$ cat config.mk
export PLATFORM = sky130hd
export DESIGN_NAME = vga_fb_reader
export DESIGN_NICKNAME = d
export VERILOG_FILES = /design/src/rtl/vga_timing_pkg.sv /design/src/rtl/vga_timing_gen.sv /design/src/rtl/vga_fb_reader.sv
export SDC_FILE = /design/constraint.sdc
export NUM_CORES = 1
export LEC_CHECK = 0
export CORE_UTILIZATION = 30
export CTS_CLUSTER_DIAMETER = 40
export DETAILED_ROUTE_END_ITERATION = 10
export PLACE_DENSITY = 0.52
export REMOVE_ABC_BUFFERS = 1
export SLEW_MARGIN = 40
export SYNTH_ARGS = -nofsm -noshare
export SYNTH_HDL_FRONTEND = slang
export SYNTH_SLANG_ARGS = --single-unit
export TNS_END_PERCENT = 1
$ cat constraint.sdc
create_clock -name r_clk -period 4.47 [get_ports r_clk]
set_clock_uncertainty 0.05 [all_clocks]
set_input_delay 0.894 -clock r_clk [delete_from_list [all_inputs] [get_ports r_clk]]
set_output_delay 0.894 -clock r_clk [all_outputs]
set_load 0.01 [all_outputs]
$ cat src/rtl/vga_timing_pkg.sv
// rtl/vga_timing_pkg.sv - shared 640x480@60 raster constants and timing derivation helpers
//
// Purpose: default VGA timing, sync polarity and frame size shared by the
// display reader and the capture side, plus helpers that derive totals and
// sync windows from active/porch/sync widths. Also holds the RGB444 colour-bar
// table used when the reader is built with TEST_PATTERN_EN.
package vga_timing_pkg;

  localparam int H_ACTIVE_DEF = 640;
  localparam int H_FP_DEF     = 16;
  localparam int H_SYNC_DEF   = 96;
  localparam int H_BP_DEF     = 48;
  localparam int V_ACTIVE_DEF = 480;
  localparam int V_FP_DEF     = 10;
  localparam int V_SYNC_DEF   = 2;
  localparam int V_BP_DEF     = 33;
  localparam bit SYNC_POL_DEF = 1'b0;

  // Frame size shared with the writer side of the frame buffer.
  localparam int FRAME_PIXELS = H_ACTIVE_DEF * V_ACTIVE_DEF;

  function automatic int timing_total(input int active, input int fp, input int sync, input int bp);
    return active + fp + sync + bp;
  endfunction

  // Sync window is [sync_start, sync_end) in counter units.
  function automatic int sync_start(input int active, input int fp);
    return active + fp;
  endfunction

  function automatic int sync_end(input int active, input int fp, input int sync);
    return active + fp + sync;
  endfunction

  // Eight vertical bars, left to right: white, yellow, cyan, green,
  // magenta, red, blue, black.
  function automatic logic [11:0] bar_rgb444(input logic [2:0] idx);
    logic [11:0] c;
    case (idx)
      3'd0:    c = 12'hFFF;
      3'd1:    c = 12'hFF0;
      3'd2:    c = 12'h0FF;
      3'd3:    c = 12'h0F0;
      3'd4:    c = 12'hF0F;
      3'd5:    c = 12'hF00;
      3'd6:    c = 12'h00F;
      default: c = 12'h000;
    endcase
    return c;
  endfunction

endpackage

$ cat src/rtl/vga_timing_gen.sv
// rtl/vga_timing_gen.sv - VGA h/v raster counters with active/sync decode and frame_start
//
// Purpose: raster position counters advanced by pix_en, decoded into active
// and sync flags (1 = inside region, polarity applied downstream).
// Ports:
//   clk, rstn      clock, synchronous active-low reset
//   pix_en         advance raster one pixel this cycle
//   h_cnt          registered horizontal position
//   active         h_cnt/v_cnt inside the visible area (combinational)
//   hsync, vsync   inside the sync windows (combinational)
//   frame_end      current position is the last pixel of the frame (combinational)
//   frame_start    1-clk pulse after the raster wraps to (0,0)
module vga_timing_gen
  import vga_timing_pkg::*;
#(
  parameter int H_ACTIVE = H_ACTIVE_DEF,
  parameter int H_FP     = H_FP_DEF,
  parameter int H_SYNC   = H_SYNC_DEF,
  parameter int H_BP     = H_BP_DEF,
  parameter int V_ACTIVE = V_ACTIVE_DEF,
  parameter int V_FP     = V_FP_DEF,
  parameter int V_SYNC   = V_SYNC_DEF,
  parameter int V_BP     = V_BP_DEF,
  localparam int H_TOTAL = timing_total(H_ACTIVE, H_FP, H_SYNC, H_BP),
  localparam int V_TOTAL = timing_total(V_ACTIVE, V_FP, V_SYNC, V_BP),
  localparam int HW      = $clog2(H_TOTAL),
  localparam int VW      = $clog2(V_TOTAL)
) (
  input  logic          clk,
  input  logic          rstn,
  input  logic          pix_en,
  output logic [HW-1:0] h_cnt,
  output logic          active,
  output logic          hsync,
  output logic          vsync,
  output logic          frame_end,
  output logic          frame_start
);

  localparam int HS0 = sync_start(H_ACTIVE, H_FP);
  localparam int HS1 = sync_end(H_ACTIVE, H_FP, H_SYNC);
  localparam int VS0 = sync_start(V_ACTIVE, V_FP);
  localparam int VS1 = sync_end(V_ACTIVE, V_FP, V_SYNC);

  logic [VW-1:0] v_cnt;
  logic          h_last;
  logic          v_last;

  assign h_last    = (h_cnt == HW'(H_TOTAL - 1));
  assign v_last    = (v_cnt == VW'(V_TOTAL - 1));
  assign frame_end = h_last & v_last;

  always_ff @(posedge clk) begin
    if (!rstn) begin
      h_cnt       <= '0;
      v_cnt       <= '0;
      frame_start <= 1'b0;
    end else begin
      frame_start <= pix_en & frame_end;
      if (pix_en) begin
        if (h_last) begin
          h_cnt <= '0;
          v_cnt <= v_last ? '0 : v_cnt + 1'b1;
        end else begin
          h_cnt <= h_cnt + 1'b1;
        end
      end
    end
  end

  assign active = (h_cnt < HW'(H_ACTIVE)) && (v_cnt < VW'(V_ACTIVE));
  assign hsync  = (h_cnt >= HW'(HS0)) && (h_cnt < HW'(HS1));
  assign vsync  = (v_cnt >= VW'(VS0)) && (v_cnt < VW'(VS1));

endmodule

$ cat src/rtl/vga_fb_reader.sv
// rtl/vga_fb_reader.sv - display-side frame buffer reader with VGA timing and RGB pipeline
//
// Purpose: walks the frame buffer read port in raster order and pipelines the
// returned pixels to the DAC with hsync/vsync delayed to stay aligned (2 clks).
// Build option: TEST_PATTERN_EN replaces read data with 8 vertical colour bars;
// the read port is driven identically either way.
// Ports:
//   r_clk, r_rstn   display clock, synchronous active-low reset
//   i_pix_en        pixel tick; raster advances one pixel per high cycle
//   o_r_en/o_r_addr frame buffer read request (data returns 1 clk later)
//   i_r_dout        frame buffer read data
//   o_rgb           pixel to DAC, 0 during blanking
//   o_hsync/o_vsync syncs at level SYNC_POL when asserted
//   o_frame_start   1-clk pulse when the raster wraps to (0,0)
module vga_fb_reader
  import vga_timing_pkg::*;
#(
  parameter int  DATA_WIDTH = 12,
  parameter int  H_ACTIVE   = H_ACTIVE_DEF,
  parameter int  H_FP       = H_FP_DEF,
  parameter int  H_SYNC     = H_SYNC_DEF,
  parameter int  H_BP       = H_BP_DEF,
  parameter int  V_ACTIVE   = V_ACTIVE_DEF,
  parameter int  V_FP       = V_FP_DEF,
  parameter int  V_SYNC     = V_SYNC_DEF,
  parameter int  V_BP       = V_BP_DEF,
  parameter bit  SYNC_POL   = SYNC_POL_DEF,
  parameter int  DEPTH      = H_ACTIVE * V_ACTIVE,
  localparam int ADDR_W     = $clog2(DEPTH),
  localparam int HW         = $clog2(timing_total(H_ACTIVE, H_FP, H_SYNC, H_BP))
) (
  input  logic                  r_clk,
  input  logic                  r_rstn,
  input  logic                  i_pix_en,
  output logic                  o_r_en,
  output logic [ADDR_W-1:0]     o_r_addr,
  input  logic [DATA_WIDTH-1:0] i_r_dout,
  output logic [DATA_WIDTH-1:0] o_rgb,
  output logic                  o_hsync,
  output logic                  o_vsync,
  output logic                  o_frame_start
);

  logic                  active;
  logic                  hsync;
  logic                  vsync;
  logic                  frame_end;
  logic [ADDR_W-1:0]     addr;
  logic                  p1_en;
  logic                  p1_active;
  logic                  p1_hs;
  logic                  p1_vs;
  logic [DATA_WIDTH-1:0] pix_data;
`ifdef TEST_PATTERN_EN
  logic [HW-1:0]         h_cnt;
  logic [HW-1:0]         h_cnt_d;
`endif

  vga_timing_gen #(
    .H_ACTIVE(H_ACTIVE), .H_FP(H_FP), .H_SYNC(H_SYNC), .H_BP(H_BP),
    .V_ACTIVE(V_ACTIVE), .V_FP(V_FP), .V_SYNC(V_SYNC), .V_BP(V_BP)
  ) u_timing (
    .clk         (r_clk),
    .rstn        (r_rstn),
    .pix_en      (i_pix_en),
`ifdef TEST_PATTERN_EN
    .h_cnt       (h_cnt),
`else
    .h_cnt       (),
`endif
    .active      (active),
    .hsync       (hsync),
    .vsync       (vsync),
    .frame_end   (frame_end),
    .frame_start (o_frame_start)
  );

  // Gated by reset so no read is issued while the raster is being cleared.
  assign o_r_en   = r_rstn & i_pix_en & active;
  assign o_r_addr = addr;

  // The last pixel of a frame is always in blanking, so the end-of-frame
  // clear never competes with an active increment. The DEPTH-1 wrap only
  // matters if DEPTH is configured smaller than the visible area.
  always_ff @(posedge r_clk) begin
    if (!r_rstn) begin
      addr <= '0;
    end else if (i_pix_en) begin
      if (frame_end) begin
        addr <= '0;
      end else if (active) begin
        addr <= (addr == ADDR_W'(DEPTH - 1)) ? '0 : addr + 1'b1;
      end
    end
  end

`ifdef TEST_PATTERN_EN
  always_comb begin
    int bar;
    bar      = (int'(h_cnt_d) * 8) / H_ACTIVE;
    pix_data = DATA_WIDTH'(bar_rgb444(3'(bar)));
  end
`else
  assign pix_data = i_r_dout;
`endif

  // Stage 1 captures the raster flags while the BRAM produces data; stage 2
  // commits pixel and syncs together only for cycles that were pixel ticks.
  always_ff @(posedge r_clk) begin
    if (!r_rstn) begin
      p1_en     <= 1'b0;
      p1_active <= 1'b0;
      p1_hs     <= 1'b0;
      p1_vs     <= 1'b0;
`ifdef TEST_PATTERN_EN
      h_cnt_d   <= '0;
`endif
      o_rgb     <= '0;
      o_hsync   <= ~SYNC_POL;
      o_vsync   <= ~SYNC_POL;
    end else begin
      p1_en     <= i_pix_en;
      p1_active <= active;
      p1_hs     <= hsync;
      p1_vs     <= vsync;
`ifdef TEST_PATTERN_EN
      h_cnt_d   <= h_cnt;
`endif
      if (p1_en) begin
        o_rgb   <= p1_active ? pix_data : '0;
        o_hsync <= p1_hs ? SYNC_POL : ~SYNC_POL;
        o_vsync <= p1_vs ? SYNC_POL : ~SYNC_POL;
      end
    end
  end

endmodule
==> impl_metrics.py, run 1 <==
metrics = {
    "status": {
        "status": "finished, final reports clean",
    },
    "clock_tree": {
        "holdBufCountCts": 0,
        "clk_latency_ns": 0.33,
        "cts.sinks": 58,
        "numCtsBuffers": 9,
        "clk_pin_slew_ns": 0.07,
        "cts_tree": "yes",
        "post_cts.repair.setup_buffers": 0,
        "root_buffer": "clkbuf_8",
        "cts_max_level": 3,
        "cts.repair.resized": 0,
        "cts_max_path_buffers": 2,
    },
    "sta": {
        "relSlewSlack_pct": 49.6,
        "worstMarginPinSlew_ns": 0.756,
        "drv_slew": 0,
        "final.min_clock_period_ns": 3.48,
        "finalWorstSetupSlack_ns": 0.986,
        "tns_ns": 0,
        "setup_violations": 0,
        "min_period_over_period_pct": 77.9,
        "worst_hold_slack_ns": 0.440,
        "hold_violations": 0,
        "rsz0062_at_grt": "false",
        "clock.fmax_mhz": 287,
    },
    "cells_and_area": {
        "drive_above_1_share_pct": 6.59,
        "nFillCells": 878,
        "layout_common_cells": "58 x dfxtp_1, 49 x clkdlybuf4s50_1, 25 x a21oi_1, 24 x nor2b_1, 23 x nor2_1",
        "mostFrequentLayoutCell": "dfxtp_1",
        "stdcell_count": 472,
        "nets": 379,
        "final_core_utilization_pct": 40.1,
        "finalInstanceArea_um2": 3510,
        "antennaDiodeCount": 0,
        "area_growth_pct": 28.5,
    },
    "place": {
        "place_area_um2": 3310,
        "dp.cells": 456,
        "pre_cts_ws_ns": 0.983,
        "gp_congestion": 0.783,
        "port_buffers": 49,
        "post-dp-hpwl_um": 4060,
    },
    "critical_path": {
        "path_max_fanout": 8,
        "crit_arrival_ns": 2.54,
        "end_kind": "output pin",
        "r2r_slack_ns": 1.93,
        "worstSetupPathType": "input port to output pin",
        "critPathLaunchType": "input port",
        "required_ns": 3.53,
    },
    "grt": {
        "grt_max_degree": 30,
        "grt_pass1_vias": 2097,
        "grtUsageTotal_pct": 13.0,
        "antenna_found_initial": 0,
        "grt_overflow": 0,
        "grt_pass1_wl_um": 10100,
    },
    "power_and_ir_drop": {
        "leakage_nw": 1.19,
        "cellPowerDensity_nw_per_um2": 311,
        "design_power_total_mw": 1.09,
        "irDropWorstVdd_v": 0.000163,
    },
    "yosys": {
        "synth.distinct_cells": 44,
        "synthCells": 310,
        "syn_avg_cell_area_um2": 8.81,
        "synth-edff-count": 0,
        "yosys_most_used_dff": "dfxtp_1",
        "yosysSeqAreaShare_pct": 42.5,
        "synth-seq-cells": 58,
        "yosysWarnings": 0,
        "synthArstFlopShare_pct": 0,
        "synth_area_um2": 2730,
    },
    "floorplan": {
        "initial_utilization_pct": 31.2,
        "fp.dieW_um": 97.4,
        "die-area_um2": 9490,
        "die_h_um": 97.4,
        "core_area_um2": 8760,
        "rows": 34,
        "ios": 50,
    },
    "min_path": {
        "hold_path.class": "flip-flop to flip-flop",
    },
    "detailed_routing": {
        "firstDrtPassIters": 6,
        "via_per_inst": 4.86,
        "vias": 2295,
        "drc_errors": 0,
        "wl_um": 5970,
        "drt_iter0_drc": 77,
        "wire_per_inst_um": 12.7,
        "ant_nets": 0,
    },
    "flow_run": {
        "max_cap_violations": 0,
    },
}
[metal layers]
| metal | up-vias | wire length [um] | GRT usage [%] |
|---|---|---|---|
| met3 | 5 | 230 | 2.81 |
| met5 | - | 0 | 0 |
| met4 | 0 | 64 | 5.77 |
| met2 | 46 | 2600 | 19.2 |
| met1 | 1034 | 3080 | 18.2 |
| li1 | 1210 | - | - |
[sequential cells by signal, summed over array words and instances, names as in the netlist]
name	cells
o_hsync	1
o_r_addr	19
o_rgb	12
o_vsync	1
p1_active	1
p1_en	1
p1_hs	1
p1_vs	1
u_timing.frame_start	1
u_timing.h_cnt	10
u_timing.v_cnt	10
[cells by family (layout without fill, tap and decap cells)]
| kind of cell | after synthesis | in the layout | synth area share, % |
|---|---|---|---|
| simple gates | 142 | 142 | 30.8 |
| compound gates | 61 | 61 | 13.6 |
| flops | 58 | 58 | 42.5 |
| buf+inv | 23 | 77 | 3.94 |
| xor+xnor | 19 | 19 | 6.09 |
| fa+ha+maj | 5 | 5 | 2.29 |
| mux | 2 | 2 | 0.733 |
[cell usage after synthesis (6+ instances only)]
cell type | n | area, um^2
dfxtp_1 | 58 | 1160
a21oi_1 | 25 | 125
nor2b_1 | 24 | 150
nor2_1 | 23 | 86.3
nand2_1 | 21 | 78.8
o21ai_0 | 12 | 60.1
xor2_1 | 12 | 105
nand3_1 | 10 | 50.1
nand4_1 | 10 | 62.6
or4_1 | 10 | 75.1
inv_1 | 8 | 30.0
o31ai_1 | 8 | 60.1
and2_1 | 7 | 43.8
clkbuf_1 | 7 | 26.3
xnor2_1 | 7 | 61.3
nand4b_1 | 6 | 52.6
[critical path, cell delays in order]
cell	delay, ns
clkdlybuf4s50_1	0.65
nand2_1	0.12
nor3_1	0.27
clkdlybuf4s50_1	0.60
[layout make-up]
class | count | area, um^2 | share of cell area (%)
Inverter | 8 | 30.0 | 0.855
Sequential cell | 58 | 1160 | 33.1
Multi-Input combinational cell | 229 | 1460 | 41.7
Timing Repair Buffer | 53 | 520 | 14.8
Tap cell | 108 | 135 | 3.85
Clock inverter | 7 | 77.6 | 2.21
Clock buffer | 9 | 124 | 3.53
[final timing paths]
check | startpoint | to | depth (start not counted)
setup / recovery | i_pix_en | o_r_en | 4
hold / removal | o_vsync | o_vsync | 2
setup reg to reg | u_timing.h_cnt[0] | o_r_addr[8] | 8
hold reg to reg | o_vsync | o_vsync | 2
[report_power, final]
| group | switching, mW | internal, mW | leakage, nW |
|---|---|---|---|
| registers | 0.00764 | 0.524 | 0.469 |
| logic | 0.0296 | 0.0340 | 0.617 |
| clock network | 0.233 | 0.262 | 0.100 |
| total | 0.270 | 0.820 | 1.19 |
No activity file was read; power rests on OpenSTA's default activity.
==> run 2: changes to the inputs <==
PLACE_DENSITY = 0.53   (was 0.52)
clock period = 3.05 ns   (was 4.47 ns; I/O delays follow)
==> impl_metrics.py, run 2 (synthesis results as in run 1) <==
metrics = {
    "clock_tree": {
        "clk_pin_slew_ns": 0.08,
        "cts_max_level": 3,
        "cts.sinks": 58,
        "clk_latency_ns": 0.33,
        "holdBufCountCts": 0,
        "root_buffer": "clkbuf_8",
        "post_cts.repair.setup_buffers": 0,
        "cts.repair.resized": 0,
        "numCtsBuffers": 9,
        "cts_tree": "yes",
        "cts_max_path_buffers": 2,
    },
    "status": {
        "status": "finished, final reports clean",
    },
    "critical_path": {
        "worstSetupPathType": "input port to output pin",
        "crit_arrival_ns": 2.20,
        "end_kind": "output pin",
        "required_ns": 2.39,
        "path_max_fanout": 4,
        "critPathLaunchType": "input port",
    },
    "place": {
        "post-dp-hpwl_um": 4180,
        "gp_congestion": 0.757,
        "port_buffers": 49,
    },
    "sta": {
        "min_period_over_period_pct": 93.6,
        "worstMarginPinSlew_ns": 0.717,
        "tns_ns": 0,
        "clock.fmax_mhz": 350,
        "rsz0062_at_grt": "false",
        "relSlewSlack_pct": 52.1,
        "final.min_clock_period_ns": 2.86,
        "setup_violations": 0,
        "hold_violations": 0,
        "drv_slew": 0,
    },
    "cells_and_area": {
        "layout_common_cells": "58 x dfxtp_1, 49 x clkdlybuf4s50_1, 25 x a21oi_1, 24 x nor2b_1, 23 x nor2_1",
        "mostFrequentLayoutCell": "dfxtp_1",
        "antennaDiodeCount": 0,
        "area_growth_pct": 31.7,
        "nets": 383,
        "multi_input_area_um2": 1470,
        "nFillCells": 892,
        "drive_above_1_share_pct": 7.61,
        "largest_reg_flops": 19,
        "regArea_um2": 1160,
    },
    "floorplan": {
        "ios": 50,
        "initial_utilization_pct": 31.2,
        "fp.dieW_um": 97.4,
        "core_area_um2": 8760,
        "die_h_um": 97.4,
        "die-area_um2": 9490,
        "rows": 34,
    },
    "power_and_ir_drop": {
        "irDropWorstVdd_v": 0.000310,
        "cellPowerDensity_nw_per_um2": 489,
        "design_power_total_mw": 1.76,
        "leakage_nw": 1.23,
    },
    "detailed_routing": {
        "wl_um": 6100,
        "firstDrtPassIters": 4,
        "via_per_inst": 4.96,
        "ant_nets": 0,
        "vias": 2361,
        "drc_errors": 0,
        "wire_per_inst_um": 12.8,
        "drt_iter0_drc": 69,
    },
    "grt": {
        "antenna_found_initial": 0,
        "grt_pass1_wl_um": 10100,
        "grt_overflow": 0,
        "grtUsageTotal_pct": 13.1,
        "grt_pass1_vias": 2177,
        "grt_max_degree": 33,
    },
    "min_path": {
        "hold_path.class": "flip-flop to flip-flop",
    },
    "flow_run": {
        "max_cap_violations": 0,
    },
}
[run 2: cell types whose count changed in the layout (fill, tap and decap cells not counted)]
cell        previous run  this run
bufinv_16              1         3
buf_4                  4         8
clkinv_2               1         0
a21oi_2                1         0
clkinvlp_4             1         0
inv_6                  2         1
a21oi_4                0         1
clkinv_4               2         3
[run 2: power by group]
group | internal [mW] | switching (mW)
Combinational | 0.0517 | 0.0439
Sequential | 0.769 | 0.0118
Clock | 0.549 | 0.332
Total | 1.37 | 0.387
[run 2: worst paths after layout]
check,slack (ns),depth (start not counted),to,startpoint
min,0.45,2,o_hsync,o_hsync
max,0.19,4,o_r_en,i_pix_en
max reg2reg,0.71,9,o_r_addr[16],u_timing.v_cnt[0]
min reg2reg,0.45,2,o_hsync,o_hsync
[run 2: cell type report]
class	instances	area share (%)
Clock inverter	7	3.48
Multi-Input combinational cell	229	40.9
Tap cell	108	3.76
Timing Repair Buffer	57	15.3
Inverter	8	0.835
Clock buffer	9	3.44
Sequential cell	58	32.3
[run 2: through the flow]
step / setup WS [ns] / utilization (%) / cells / hold slack [ns] / instance area [um^2]
final: 0.194 / 41.0 / 476 / 0.450 / 3600
after global routing: 0.142 / 41.0 / 476 / 0.476 / 3600
after CTS: 0.219 / 41.0 / 476 / 0.457 / 3600
after detailed placement: 0.236 / 38.2 / 460 / 0.434 / 3350
after global placement: 0.0180 / 38.1 / 460 / 0.425 / 3340
after floorplan: 0.549 / - / 295 / 0.417 / 2650
[run 2: critical path, cell delays in order]
cell             delay (ns)
clkdlybuf4s50_1        0.55
nand2_1                0.11
nor3_1                 0.33
clkdlybuf4s50_1        0.61
[run 2: layer usage]
metal | GRT usage [%] | vias to the layer above | part of all wire (%)
li1 | - | 1217 | -
met2 | 20.1 | 52 | 44
met4 | 6.22 | 0 | 1.5
met1 | 17.2 | 1083 | 50
met5 | 0 | - | 0
met3 | 3.17 | 9 | 5.1
==> run 3: changes to the inputs <==
CORE_UTILIZATION = 29   (was 30)
PLACE_DENSITY = 0.52   (was 0.53)
==> impl_metrics.py, run 3 (synthesis results as in run 1) <==
metrics = {
    "status": {
        "status": "finished, final reports clean",
    },
    "clock_tree": {
        "cts.sinks": 58,
        "clk_pin_slew_ns": 0.07,
        "cts_max_level": 3,
        "cts_tree": "yes",
        "cts.repair.resized": 0,
        "clk_latency_ns": 0.34,
        "numCtsBuffers": 9,
        "post_cts.repair.setup_buffers": 0,
        "root_buffer": "clkbuf_8",
        "holdBufCountCts": 0,
        "cts_max_path_buffers": 2,
    },
    "sta": {
        "drv_slew": 0,
        "clock.fmax_mhz": 360,
        "relSlewSlack_pct": 55.1,
        "final.min_clock_period_ns": 2.78,
        "tns_ns": 0,
        "setup_violations": 0,
        "hold_violations": 0,
        "min_period_over_period_pct": 91.1,
        "rsz0062_at_grt": "false",
        "worst_hold_slack_ns": 0.428,
        "worstMarginPinSlew_ns": 0.672,
    },
    "critical_path": {
        "critPathLaunchType": "input port",
        "critical-path-slowest-cell": "clkdlybuf4s50_1",
        "required_ns": 2.39,
        "crit_chain": "clkdlybuf4s50_1, buf_4, nand2_1, nor3_1, clkdlybuf4s50_1",
        "end_kind": "output pin",
        "critPathMaxStageDelay_ns": 0.56,
        "worstSetupPathType": "input port to output pin",
        "crit_arrival_ns": 2.12,
        "path_max_fanout": 5,
        "critPathMostFrequentCell": "clkdlybuf4s50_1",
    },
    "cells_and_area": {
        "final_core_utilization_pct": 38.7,
        "area_growth_pct": 30.4,
        "mostFrequentLayoutCell": "dfxtp_1",
        "nets": 382,
        "antennaDiodeCount": 0,
        "drive_above_1_share_pct": 7.36,
        "largest_reg_flops": 19,
        "layout_common_cells": "58 x dfxtp_1, 49 x clkdlybuf4s50_1, 25 x a21oi_1, 24 x nor2b_1, 23 x nor2_1",
    },
    "place": {
        "post-dp-hpwl_um": 4270,
        "gp_congestion": 0.769,
        "port_buffers": 49,
    },
    "detailed_routing": {
        "maxUsedRoutingLayer": "met4",
        "vias": 2403,
        "drc_errors": 0,
        "wire_per_inst_um": 13.0,
        "wl_met1_um": 3090,
        "wl_um": 6200,
        "drt_iter0_drc": 98,
        "wl_met3_um": 240,
        "via_per_inst": 5.03,
        "ant_nets": 0,
        "wl_met2_um": 2690,
        "firstDrtPassIters": 4,
    },
    "grt": {
        "grt_pass1_wl_um": 10600,
        "grt_pass1_vias": 2185,
        "grtUsageTotal_pct": 13.6,
        "grt_overflow": 0,
        "grt_max_degree": 32,
        "antenna_found_initial": 0,
    },
    "floorplan": {
        "fp.dieW_um": 99.1,
        "die_h_um": 99.1,
        "rows": 35,
        "initial_utilization_pct": 29.7,
        "core_area_um2": 9200,
        "ios": 50,
        "die-area_um2": 9810,
    },
    "power_and_ir_drop": {
        "irDropWorstVdd_v": 0.000260,
        "cellPowerDensity_nw_per_um2": 465,
        "leakage_nw": 1.21,
    },
    "min_path": {
        "hold_path.class": "flip-flop to flip-flop",
    },
    "flow_run": {
        "max_cap_violations": 0,
    },
}
## run 3: worst max-delay path, delay by kind of cell
kind | cells | cell delay, ns
simple gates | 2 | 0.24
buf+inv | 3 | 1.27
## run 3: final timing paths
| path | from | to | slack, ns | cells past startpoint |
|---|---|---|---|---|
| setup / recovery | i_pix_en | o_r_en | 0.27 | 5 |
| setup reg to reg | u_timing.v_cnt[0] | o_r_addr[13] | 0.77 | 8 |
| hold / removal | o_hsync | o_hsync | 0.43 | 2 |
| hold reg to reg | o_hsync | o_hsync | 0.43 | 2 |
## run 3: layout make-up
cell class	count	area, um^2
timing repair buffer	56	543
sequential	58	1160
multi-input combinational	229	1470
clock inverter	7	93.8
tap	111	139
fill	938	5640
clock buffer	9	124
inverter	8	30.0
## run 3: where the power goes
group / internal (mW) / total [mW] / switching [mW]
sequential: 0.769 / 0.781 / 0.0119
clock: 0.458 / 0.779 / 0.321
combinational: 0.0528 / 0.0971 / 0.0443
## run 3: per-layer routing
| metal | vias up | global-route usage [%] |
|---|---|---|
| li1 | 1210 | - |
| met1 | 1121 | 18.0 |
| met2 | 56 | 20.7 |
| met3 | 16 | 2.48 |
| met4 | 0 | 8.14 |
| met5 | - | 0 |
## run 3: metrics by stage
step | power, mW | instance area (um^2) | instances | worst slack (ns)
detailed placement | 0.896 | 3340 | 462 | 0.246
floorplan | 0.836 | 2650 | 295 | 0.549
CTS | 1.68 | 3560 | 478 | 0.254
global placement | 0.895 | 3340 | 462 | 0.197
global route | 1.73 | 3560 | 478 | 0.205
finish | 1.66 | 3560 | 478 | 0.271
